### src/rtl/dest_tracker.sv
// dest_tracker: destination-register pipeline (ID/EX, EX/MEM, MEM/WB) with load-use stall detection
// Revision 1.0
`default_nettype none

module dest_tracker #(
  parameter int ZERO_REG = 31,
  parameter int COUNT_W  = 16
) (
  input  logic               clk,
  input  logic               reset,
  input  logic               id_valid,
  input  logic [4:0]         id_rd,
  input  logic [4:0]         id_rn,
  input  logic [4:0]         id_rm,
  input  logic               id_uses_rm,
  input  logic               id_regwrite,
  input  logic               id_memread,
  input  logic               flush,
  output logic [4:0]         rd_idex,
  output logic [4:0]         rd_exmem,
  output logic [4:0]         rd_memwb,
  output logic               rw_idex,
  output logic               rw_exmem,
  output logic               rw_memwb,
  output logic               memread_idex,
  output logic               stall,
  output logic [COUNT_W-1:0] stall_count
);

  localparam logic [4:0] XZR = 5'(ZERO_REG);

  logic hz;
  logic kill;

  always_comb begin
    hz = memread_idex & rw_idex & id_valid &
         ((rd_idex == id_rn) | (id_uses_rm & (rd_idex == id_rm)));
  end

  // Reset masks stall so it reads 0 while the pipeline is being cleared.
  assign stall = hz & ~flush & ~reset;
  assign kill  = stall | flush;

  always_ff @(posedge clk) begin
    if (reset) begin
      rd_idex      <= XZR;
      rd_exmem     <= XZR;
      rd_memwb     <= XZR;
      rw_idex      <= 1'b0;
      rw_exmem     <= 1'b0;
      rw_memwb     <= 1'b0;
      memread_idex <= 1'b0;
      stall_count  <= '0;
    end else begin
      rd_idex      <= kill ? XZR : id_rd;
      rw_idex      <= ~kill & id_valid & id_regwrite & (id_rd != XZR);
      memread_idex <= ~kill & id_valid & id_memread;
      rd_exmem     <= rd_idex;
      rw_exmem     <= rw_idex;
      rd_memwb     <= rd_exmem;
      rw_memwb     <= rw_exmem;
      if (stall && (stall_count != {COUNT_W{1'b1}})) begin
        stall_count <= stall_count + 1'b1;
      end
    end
  end

endmodule

`default_nettype wire
### config.mk
export PLATFORM = sky130hd
export DESIGN_NAME = dest_tracker
export DESIGN_NICKNAME = d
export VERILOG_FILES = /design/src/rtl/dest_tracker.sv
export SDC_FILE = /design/constraint.sdc
export NUM_CORES = 1
export LEC_CHECK = 0
export BUFFER_PORTS_ARGS = -buffer_cell sky130_fd_sc_hd__buf_4
export CORE_MARGIN = 2
export CORE_UTILIZATION = 52
export DETAILED_ROUTE_END_ITERATION = 6
export PLACE_DENSITY = 0.81
export SLEW_MARGIN = 25
export SYNTH_ARGS = -nofsm -noshare
export SYNTH_HDL_FRONTEND = slang
export SYNTH_SLANG_ARGS = --single-unit
### constraint.sdc
create_clock -name clk -period 3.5 [get_ports clk]
set_input_delay 0.525 -clock clk [delete_from_list [all_inputs] [get_ports clk]]
set_output_delay 0.525 -clock clk [all_outputs]
set_load 0.02 [all_outputs]
==> flow_metrics.tcl <==
set metrics [dict create \
    wl_per_cell_um 13.6 \
    min_to "rd_idex[2]$_SDFF_PP1_" \
    power.density_nw_per_um2 370 \
    syn_nets 193 \
    clk_latency_ps 340 \
    place_congestion 0.722 \
    arrival_ps 2580 \
    critPathCaptureType "flip-flop" \
    numCtsBuffers 5 \
    setup_viol 0 \
    crit_path_max_incr_delay_ps 690 \
    met3_usage_pct 5.93 \
    htreeDepth 2 \
    final_util_pct 73.5 \
    track_usage_pct 22.1 \
    routed_wl_um 3510 \
    min_path_type "in -> reg" \
    cts-resized-gates 0 \
    grt_pass1_vias 1400 \
    netlist_area_um2 1550 \
    clkTransAtPathRegs_ps 110 \
    crit_path_start_kind "flip-flop" \
    min_path_cells 2 \
    diodes 0 \
    dp_hpwl_um 2540 \
    use_met1_pct 27.8 \
    layout_min_cycle_time_ps 2300 \
    rrSetupSlack_ps 1200 \
    yosysUniqueCellTypes 31 \
    crit_slowest_cell "o32a_1" \
    drc 2 \
    ff2ff_path_depth 5 \
    antenna_found_initial 0 \
    min_from "id_rd[2]" \
    setup-tns-final_ps 0 \
    syn2layout_area_growth_pct 32.8 \
    rsz0062_at_grt "no" \
    core.rowCount 19 \
    reg2reg_from "rd_idex[2]$_SDFF_PP1_" \
    fin_nets 249 \
    outcome "finished with violations" \
    cts_root_buffer "clkbuf_4" \
    use_met2_pct 35.8 \
    syn_inst 170 \
    via_count 1472 \
    drtIter0Drc 62 \
    synth_async_sr_flop_share_pct 0 \
    synthFlopType "dfxtp_1" \
    die_area_um2 3440 \
    crit_chain "xnor2_1 > nand4_1 > o32a_1 > or4_1 > a21oi_1" \
    syn_area_per_cell_um2 9.13 \
    maxSlewViolCount 0 \
    placement.io_buffers 57 \
    yosysSeqAreaShare_pct 45.1 \
    cts_setup_buffers 0 \
    die_w_um 58.6 \
    required_ps 3780 \
    start_util_pct 55.4 \
    finalHoldViolations 0 \
    peakVddDrop_uv 309 \
    post-route-period-util_pct 65.8 \
    worst_pin_slew_ps 921 \
    violations "design-rule violations" \
    die_h_um 58.6 \
    achievable-frequency_ghz 0.434 \
    drt_first_pass_iters 6 \
    synth_edf_count 0 \
    cp_max_fo 30 \
    drive_above_1_share_pct 37.0 \
    vias_per_cell 5.71 \
    grt_busiest_layer "met2" \
    yosysWarnings 0 \
    cts_buffer_depth 2 \
    slew_headroom_pct 38.5 \
    cts_tree "built" \
    ys_ff_latch 35 \
    p_leak_nw 0.803 \
    nFillCells 227 \
    ant_nets 0 \
    ioPinCount 58 \
    skew_ps 2.90 \
    grt_max_degree 32 \
    grt_overflow_total 0 \
    reg2reg_to "stall_count[8]$_SDFFE_PP0P_" \
    numClockSinks 35 \
    cts-hold-fix-buffers 0 \
    maxCapViolations 0 \
    core-area_um2 2810 \
    crit_type "reg -> reg" \
    grt_pass1_wl_um 5930 \
]
[power breakdown]
group	total (mW)	internal (mW)	leakage, nW	switching (mW)
clock	0.289	0.150	0.0452	0.139
combinational	0.0641	0.0352	0.474	0.0288
sequential	0.409	0.404	0.284	0.00523
[synthesized netlist by cell type, types with 4 or more instances]
library cell  number  area share (%)
nand2_1           10             2.4
nor3_1             4             1.3
nand3_1           10             3.2
xnor2_1            9             5.1
inv_1              6             1.5
clkbuf_1           4            0.97
nand4_1            6             2.4
buf_2              4             1.3
or4_1             12             5.8
or2_2             17             6.8
o31ai_1           11             5.3
a21oi_1           12             3.9
dfxtp_1           35              45
[cell usage in the layout (no fill, tap or decap)]
master and count:
o31ai_1 11, o311ai_0 2, nand4_1 6, or4_1 12
or2_2 17, xnor2_1 9, nor3b_1 1, a31oi_1 1
clkinv_2 1, buf_4 58, nand2_1 10, nand3_1 10
ha_1 1, xor2_1 2, o32a_1 2, and3_1 2
o21ai_0 1, nor2b_1 3, inv_1 6, dfxtp_1 35
a21oi_1 12, bufinv_16 1, o41ai_1 2, mux2_2 1
and4_1 2, mux2i_1 1, nor3_1 4, o21ai_1 1
clkinv_4 1, clkbuf_4 5, and2_1 3, nand4bb_1 1
nor2_1 3
[worst max-delay path by stage]
stage	slack, ps	to	startpoint	cells after the start
finish	1200	stall_count[8]$_SDFFE_PP0P_	rd_idex[2]$_SDFF_PP1_	5
global route	1000	rd_idex[3]$_SDFF_PP1_	rd_idex[1]$_SDFF_PP1_	5
CTS	1210	stall_count[6]$_SDFFE_PP0P_	rd_idex[2]$_SDFF_PP1_	5
floorplan	1450	stall_count[8]$_SDFFE_PP0P_	stall_count[1]$_SDFFE_PP0P_	8
global placement	1000	stall_count[11]$_SDFFE_PP0P_	reset	6
detailed placement	900	stall_count[7]$_SDFFE_PP0P_	reset	6
[flip-flops by register name, indices dropped and copies added, names as in the netlist]
register	count
stall_count	16
rd_exmem	5
rd_idex	5
rd_memwb	5
memread_idex	1
rw_exmem	1
rw_idex	1
rw_memwb	1
[cell families after synthesis]
kind of cell,Yosys count,share of synthesized area [%]
xor+xnor,11,6.21
buf+inv,15,4.43
compound gates,32,13.8
simple gates,74,28.3
flops,35,45.1
mux,2,1.37
fa+ha+maj,1,0.806
[metrics by stage]
stage / power [mW] / hold WS, ps / setup slack, ps / cells / cell area [um^2]
after floorplan: 0.449 / 546 / 1450 / 170 / 1550
after global placement: 0.481 / 432 / 1000 / 250 / 1980
after detailed placement: 0.482 / 435 / 895 / 250 / 1980
after CTS: 0.767 / 365 / 1210 / 258 / 2060
after global routing: 0.793 / 364 / 1000 / 258 / 2060
final: 0.763 / 371 / 1200 / 258 / 2060
[per-layer routing]
layer | wire length, um | part of all wire (%) | vias to the layer above
met2 | 1760 | 50 | 51
li1 | - | - | 737
met4 | 55 | 1.6 | 0
met5 | 0 | 0 | -
met1 | 1480 | 42 | 677
met3 | 219 | 6.2 | 7
[worst max-delay path, delay by kind of cell (launching register included)]
kind	cells	cell delay [ps]
and+or+nand+nor	2	760
DFF	1	470
xor gates and xnor gates	1	150
AOI/OAI and AO/OA	2	850
[area by class of cell]
class	instances	area, um^2	share of cell area, %
Multi-Input combinational cell	120	783	38.0
Sequential cell	35	701	34.0
Timing Repair Buffer	58	435	21.1
Clock inverter	3	43.8	2.12
Tap cell	31	38.8	1.88
Clock buffer	5	37.5	1.82
Inverter	6	22.5	1.09
Power figures use the tool's default switching activity.
